### src/rtl/pic_pkg.sv
// Shared constants, state encoding and priority helpers for the PIC sequencer.
package pic_pkg;

  localparam int NUM_IRQ = 8;
  localparam int IDX_W   = 3;
  localparam logic [IDX_W-1:0] SPURIOUS_IDX = 3'd7;

  typedef enum logic [1:0] {
    IDLE = 2'd0,
    REQ  = 2'd1,
    ACK1 = 2'd2,
    ACK2 = 2'd3
  } pic_state_e;

  // Distance of a level from the rotation base; 0 is the highest priority.
  // The 3-bit subtraction wraps modulo 8 by construction.
  function automatic logic [IDX_W-1:0] rank(input logic [IDX_W-1:0] idx,
                                            input logic [IDX_W-1:0] base);
    return idx - base;
  endfunction

  // Levels ranked at or above idx for the given base (idx itself included).
  function automatic logic [NUM_IRQ-1:0] at_or_above(input logic [IDX_W-1:0] idx,
                                                     input logic [IDX_W-1:0] base);
    logic [NUM_IRQ-1:0] mask;
    mask = '0;
    for (int j = 0; j < NUM_IRQ; j++) begin
      if (rank(IDX_W'(j), base) <= rank(idx, base)) mask[j] = 1'b1;
    end
    return mask;
  endfunction

  function automatic logic [NUM_IRQ-1:0] onehot(input logic [IDX_W-1:0] idx);
    return NUM_IRQ'(1) << idx;
  endfunction

endpackage

### src/rtl/pic_priority_resolver.sv
// Rotating find-first: returns the set bit of i_vec closest to i_base,
// scanning upward and wrapping from 7 to 0.
module pic_priority_resolver
  import pic_pkg::*;
(
  input  logic [NUM_IRQ-1:0] i_vec,
  input  logic [IDX_W-1:0]   i_base,
  output logic               o_valid,
  output logic [IDX_W-1:0]   o_idx
);

  // Scan from lowest priority to highest so the last hit is the winner.
  always_comb begin
    // NOTE: every output gets a default before the loop so no latch is inferred.
    o_valid = 1'b0;
    o_idx   = '0;
    for (int k = NUM_IRQ - 1; k >= 0; k--) begin
      if (i_vec[i_base + IDX_W'(k)]) begin
        o_valid = 1'b1;
        o_idx   = i_base + IDX_W'(k);
      end
    end
  end

endmodule

### src/rtl/pic_ack_controller.sv
// 8259-style interrupt sequencer: masking, rotating priority, fully nested
// in-service tracking, two-pulse INTA cycle, vector generation and EOI/AEOI.
module pic_ack_controller
  import pic_pkg::*;
(
  input  logic               clk,
  input  logic               rst_n,
  input  logic [NUM_IRQ-1:0] irq_status,
  input  logic [NUM_IRQ-1:0] imr,
  input  logic [4:0]         vector_base,
  input  logic               aeoi,
  input  logic               rotate_en,
  input  logic               inta_pulse,
  input  logic               eoi_valid,
  input  logic               eoi_specific,
  input  logic [IDX_W-1:0]   eoi_level,
  output logic               int_out,
  output logic [NUM_IRQ-1:0] irr_clear,
  output logic [7:0]         vector_out,
  output logic               vector_valid,
  output logic [NUM_IRQ-1:0] isr,
  output logic [IDX_W-1:0]   highest_priority_idx
);

  pic_state_e         r_state;
  pic_state_e         w_state_next;
  logic               r_int_out;
  logic [NUM_IRQ-1:0] r_isr;
  logic [IDX_W-1:0]   r_base;
  logic [IDX_W-1:0]   r_win_idx;
  logic               r_win_valid;
  logic [NUM_IRQ-1:0] r_irr_clear;
  logic [7:0]         r_vector_out;
  logic               r_vector_valid;

  logic [NUM_IRQ-1:0] w_elig;
  logic               w_req_valid;
  logic [IDX_W-1:0]   w_req_idx;
  logic               w_isr_valid;
  logic [IDX_W-1:0]   w_isr_idx;
  logic [NUM_IRQ-1:0] w_eoi_mask;
  logic [IDX_W-1:0]   w_eoi_lvl;
  logic [NUM_IRQ-1:0] w_isr_post;
  logic               w_win_valid;
  logic               w_ack1;
  logic               w_ack2;
  logic [NUM_IRQ-1:0] w_set_mask;
  logic [NUM_IRQ-1:0] w_aeoi_mask;
  logic [IDX_W-1:0]   w_base_next;

  assign w_elig = irq_status & ~imr;

  pic_priority_resolver u_req_resolver (
    .i_vec   (w_elig),
    .i_base  (r_base),
    .o_valid (w_req_valid),
    .o_idx   (w_req_idx)
  );

  pic_priority_resolver u_isr_resolver (
    .i_vec   (r_isr),
    .i_base  (r_base),
    .o_valid (w_isr_valid),
    .o_idx   (w_isr_idx)
  );

  // EOI decode: pick the level to clear; clearing a bit that is already 0 does nothing.
  always_comb begin
    w_eoi_mask = '0;
    w_eoi_lvl  = '0;
    if (eoi_valid) begin
      w_eoi_lvl = eoi_specific ? eoi_level : w_isr_idx;
      if (eoi_specific || w_isr_valid) w_eoi_mask = onehot(w_eoi_lvl) & r_isr;
    end
  end

  // The winner is judged against the in-service set after this cycle's EOI,
  // and must strictly outrank every level still in service.
  assign w_isr_post  = r_isr & ~w_eoi_mask;
  assign w_win_valid = w_req_valid && ((w_isr_post & at_or_above(w_req_idx, r_base)) == '0);

  assign w_ack1 = (r_state == REQ)  && inta_pulse;
  assign w_ack2 = (r_state == ACK1) && inta_pulse;

  assign w_set_mask  = (w_ack1 && w_win_valid) ? onehot(w_req_idx) : '0;
  assign w_aeoi_mask = (w_ack2 && aeoi && r_win_valid) ? onehot(r_win_idx) : '0;

  // Rotation base: an AEOI clear takes precedence over a same-cycle EOI clear.
  always_comb begin
    w_base_next = r_base;
    if (rotate_en && (w_aeoi_mask != '0))     w_base_next = r_win_idx + IDX_W'(1);
    else if (rotate_en && (w_eoi_mask != '0)) w_base_next = w_eoi_lvl + IDX_W'(1);
  end

  // Next-state logic for the request / two-pulse acknowledge sequence.
  always_comb begin
    w_state_next = r_state;
    unique case (r_state)
      IDLE: if (w_win_valid) w_state_next = REQ;
      REQ: begin
        if (inta_pulse)        w_state_next = ACK1;
        else if (!w_win_valid) w_state_next = IDLE;
      end
      ACK1: if (inta_pulse) w_state_next = ACK2;
      ACK2: w_state_next = IDLE;
      default: w_state_next = IDLE;
    endcase
  end

  // State, in-service, rotation and acknowledge registers.
  always_ff @(posedge clk or negedge rst_n) begin
    if (!rst_n) begin
      r_state        <= IDLE;
      r_int_out      <= 1'b0;
      r_isr          <= '0;
      r_base         <= '0;
      r_win_idx      <= '0;
      r_win_valid    <= 1'b0;
      r_irr_clear    <= '0;
      r_vector_out   <= '0;
      r_vector_valid <= 1'b0;
    end else begin
      // NOTE: non-blocking assignments so every register samples pre-edge values.
      r_state        <= w_state_next;
      r_int_out      <= (w_state_next == REQ);
      r_isr          <= (w_isr_post & ~w_aeoi_mask) | w_set_mask;
      r_base         <= w_base_next;
      r_irr_clear    <= w_set_mask;
      r_vector_valid <= w_ack2;
      if (w_ack1) begin
        r_win_idx   <= w_win_valid ? w_req_idx : SPURIOUS_IDX;
        r_win_valid <= w_win_valid;
      end
      if (w_ack2) r_vector_out <= {vector_base, r_win_idx};
    end
  end

  assign int_out              = r_int_out;
  assign irr_clear            = r_irr_clear;
  assign vector_out           = r_vector_out;
  assign vector_valid         = r_vector_valid;
  assign isr                  = r_isr;
  assign highest_priority_idx = r_base;

endmodule

### config.mk
export PLATFORM = sky130hd
export DESIGN_NAME = pic_ack_controller
export DESIGN_NICKNAME = d
export VERILOG_FILES = /design/src/rtl/pic_pkg.sv /design/src/rtl/pic_priority_resolver.sv /design/src/rtl/pic_ack_controller.sv
export SDC_FILE = /design/constraint.sdc
export NUM_CORES = 1
export LEC_CHECK = 0
export BUFFER_PORTS_ARGS = -buffer_cell sky130_fd_sc_hd__buf_2
export CORE_MARGIN = 4
export CORE_UTILIZATION = 38
export CTS_CLUSTER_DIAMETER = 120
export CTS_CLUSTER_SIZE = 28
export DETAILED_ROUTE_END_ITERATION = 7
export GPL_TIMING_DRIVEN = 0
export PLACE_DENSITY_LB_ADDON = 0.3
export SLEW_MARGIN = 15
export SYNTH_ARGS = -nofsm -noshare
export SYNTH_HDL_FRONTEND = slang
export SYNTH_SLANG_ARGS = --single-unit
### constraint.sdc
create_clock -name clk -period 5.9 [get_ports clk]
set_clock_uncertainty 0.2 [all_clocks]
set_input_delay 0.295 -clock clk [delete_from_list [all_inputs] [get_ports clk]]
set_output_delay 0.295 -clock clk [all_outputs]
set_load 0.005 [all_outputs]
==> impl_results.md <==
- Post-placement setup slack: -1040 ps
- Origin of the worst min-delay path: inta_pulse
- Count of pins over their slew limit: 0
- Crit-path max cell delay: 590 ps
- Drt via density: 6.19
- Cell count of the worst reg-to-reg path: 23
- Sort of element at the start of the critical path: flop
- Cell-by-cell trace of the critical path: buf_6 > inv_4 > buf_12 > ha_4 > buf_4 > clkinvlp_4 > buf_6 > mux4_2 > o21ai_2 > a21oi_1 > nor2_2 > a21oi_4 > ha_1 > fa_2 > ha_1 > nand2_1 > a21oi_1 > nor3_2 > maj3_1 > o22ai_1 > or4_4 > buf_6 > o22ai_1
- Overall overflow remaining after global route: 0
- Syn avg cell area: ~8.5 um2
- Register-to-register setup slack: 260 ps
- Instance count along the most critical hold path: 4
- Reg-to-reg startpoint: highest_priority_idx[0]
- Standard-cell rows: 38
- Via count: 4407
- First-pass iteration count of the detailed router: 5
- Final worst-path cycle share: 95.6%
- Area of the core: about 0.011 mm2
- Highest clock frequency the design can meet: 177 MHz
- Post-synth EDFFs: 0
- Clock network latency to the later pin of the worst-skew pair: about 290 ps
- Syn. warnings: 0
- Initial detailed-routing violation count: 414
- Synthesized netlist cell count: 494
- # DRC: 0
- Total Routed Length: 13800 um
- Starting Density: 38.7%
- Pin count of the biggest net entering global routing: 36
- Required time worst endpoint: approximately 6000 ps
- Worst path arrival time: 5630 ps
- Number of buffers on the longest clock path: 2
- RSZ-0062 raised after global routing: false
- Overall die height: 113 um
- Worst Slack Setup Final: 259 ps
- Result of the run: finished clean
- Classification of the worst setup path: reg -> reg
- Number of nets in the layout: just over 600
- Path class of the lowest-slack min-delay path: in -> reg
- HPWL reported at the end of detailed placement: 10400 um
- Die outline area: 0.0127 mm2
- Combined global-route utilization of all metal layers: 21.4%
- Inst Count DP: 692
- Top fanout value on the critical path: 10
- IO Port Bufs: 58
- Number of global-route vias before repair: between 4000 and 5000
- Number of top-level pins: 60
- Number of antenna-violating nets in the routed design: 0
- Number of clock sinks seen by CTS: 35
- Fraction of final layout cells sized beyond drive strength 1: 26.6%
- Routability congestion estimate from global placement: 0.944
- CTS root buf: clkbuf_8
- Cell type with the highest occurrence count on the critical path: buf_6
- Final min period: 5640 ps
- CTS H-Tree Depth: 2
- Final Hold Vio Count: 0
- Ys async rst share: 100%
- Flip-flop and latch count after synthesis: 35
- MaxCap Viol Count: 0
- Wire length of the first global-routing pass: 22200 um
- Total standard cell area after synthesis: 0.00418 mm2
- Antenna violations before repair: 0
- Sequential cell area fraction in the yosys report: a little over a fifth
- Number of antenna cells inserted: 0
- Final non-filler cell total: 712
- Horiz. Die Dim: 113 um
- Worst slew margin: 49.0%
- Slew of the pin with the lowest slew margin: 764 ps
- Critical path endpoint category: flop
- Clock Pin Slew Worst Setup and Hold Paths: 70 ps
- Distinct cell type count after synthesis: approximately 80
- CTS buffer count: 5
- Final-report setup violation count: 0
- Syn Nets: between 500 and 600
- Endpoint with the worst hold slack: int_out
- End of the worst register-to-register path: isr[2]
- Primary flip-flop cell chosen by synthesis mapping: dfrtp_1
- Relative area change from synthesis to final layout: 19.0%
- Clock tree from TritonCTS: yes
- Crit path max-delay cell type: mux4_2
- Average wire per standard cell: ~19 um
## flip-flops by register name (all words and copies together), names as in the netlist
register / count
irr_clear: 8
r_win_valid: 1
r_win_idx: 3
vector_out: 8
int_out: 1
highest_priority_idx: 3
isr: 8
r_state: 2
vector_valid: 1
## Yosys cell counts (4+ instances only)
library cell,number,area share (%)
mux2_2,9,2.4
nor3b_1,5,0.90
buf_2,14,1.7
o21ai_0,17,2.0
mux4_2,22,12
nand2b_1,14,2.1
a21oi_1,20,2.4
o21a_1,4,0.72
and2_1,7,1.0
ha_1,10,3.0
o211ai_1,4,0.72
a211oi_1,8,1.4
clkbuf_1,13,1.2
dfrtp_1,35,21
o21bai_1,5,0.90
nor2b_1,13,1.9
a22oi_1,5,0.90
mux2i_1,19,4.6
nor2_1,40,3.6
nor3_1,12,1.4
nand3_1,20,2.4
o311ai_0,4,0.84
a31oi_1,6,0.90
o21ai_1,8,0.96
o22ai_1,11,1.6
o31ai_1,7,1.3
nand2_1,61,5.5
inv_1,16,1.4
## worst max-delay path, delay by kind of cell, from the launching register on
| family | cells | cell delay [ps] |
|---|---|---|
| adders and majority gates | 5 | 1510 |
| buffers and inverters | 7 | 1150 |
| and+or+nand+nor | 4 | 1040 |
| AOI/OAI and AO/OA | 6 | 610 |
| muxes | 1 | 590 |
| DFF | 1 | 430 |
## metrics by stage
stage	util [%]	hold WS [ps]	setup TNS [ps]	instance area (um2)
CTS	45.2	138	0	4880
global placement	43.1	193	-19780	4650
global route	46.1	208	0	4970
detailed placement	43.1	214	-21890	4650
finish	46.1	143	0	4970
floorplan	-	-201	0	4180
## metal layers
layer	part of all wire, %	vias up	global-route usage (%)
li1	-	2017	-
met1	43	2147	29.1
met2	48	220	35.5
met3	7.6	23	2.94
met4	1.5	0	6.33
met5	0	-	0
## layout by cell type, fill, tap and decap left out, drive strengths merged, types with 13 or more instances in the layout
master / n
a21oi: 20
buf: 85
clkbuf: 20
dfrtp: 35
inv: 17
mux2i: 19
mux4: 22
nand2: 61
nand2b: 14
nand3: 20
nor2: 40
nor2b: 13
nor3: 13
o21ai: 25
## layout make-up
class	count	area (um2)
plain buffers	32	210
clock buffers	7	76.3
clock inverters	1	5.00
fillers	1030	5820
inverters	18	73.8
multi-input cells	407	3120
flip-flops and latches	35	878
well taps	140	175
repair buffers	72	428
## kinds of logic after synthesis
group                    synth area share (%)
AO/OA/AOI/OAI                            23.2
XOR/XNOR                                 3.09
adder cells (fa/ha/maj)                  3.71
buffers and inverters                    5.81
flip-flops                               21.0
multiplexers                             19.7
AND/OR/NAND/NOR                          23.6
## worst max-delay path by stage
stage	from	to	slack, ps	cells past startpoint
floorplan	highest_priority_idx[0]	r_win_idx[1]	80	22
global placement	highest_priority_idx[0]	isr[7]	-960	22
detailed placement	highest_priority_idx[0]	r_win_idx[1]	-1040	22
CTS	highest_priority_idx[0]	isr[2]	7	24
global route	highest_priority_idx[0]	isr[2]	10	23
finish	highest_priority_idx[0]	isr[2]	260	23
## repair_timing
item / CTS / global route
cloned: 0 / 1
hold buffers: 6 / 0
pin swaps: 2 / 4
buffers inserted: 1 / 6
gates resized for setup: 22 / 11
endpoints found under the setup margin: 22 / 22
endpoints found under the hold margin: 40 / 0
Power is not shown: default switching activity piles up to over one toggle a cycle in this logic, so the estimate is an artifact.
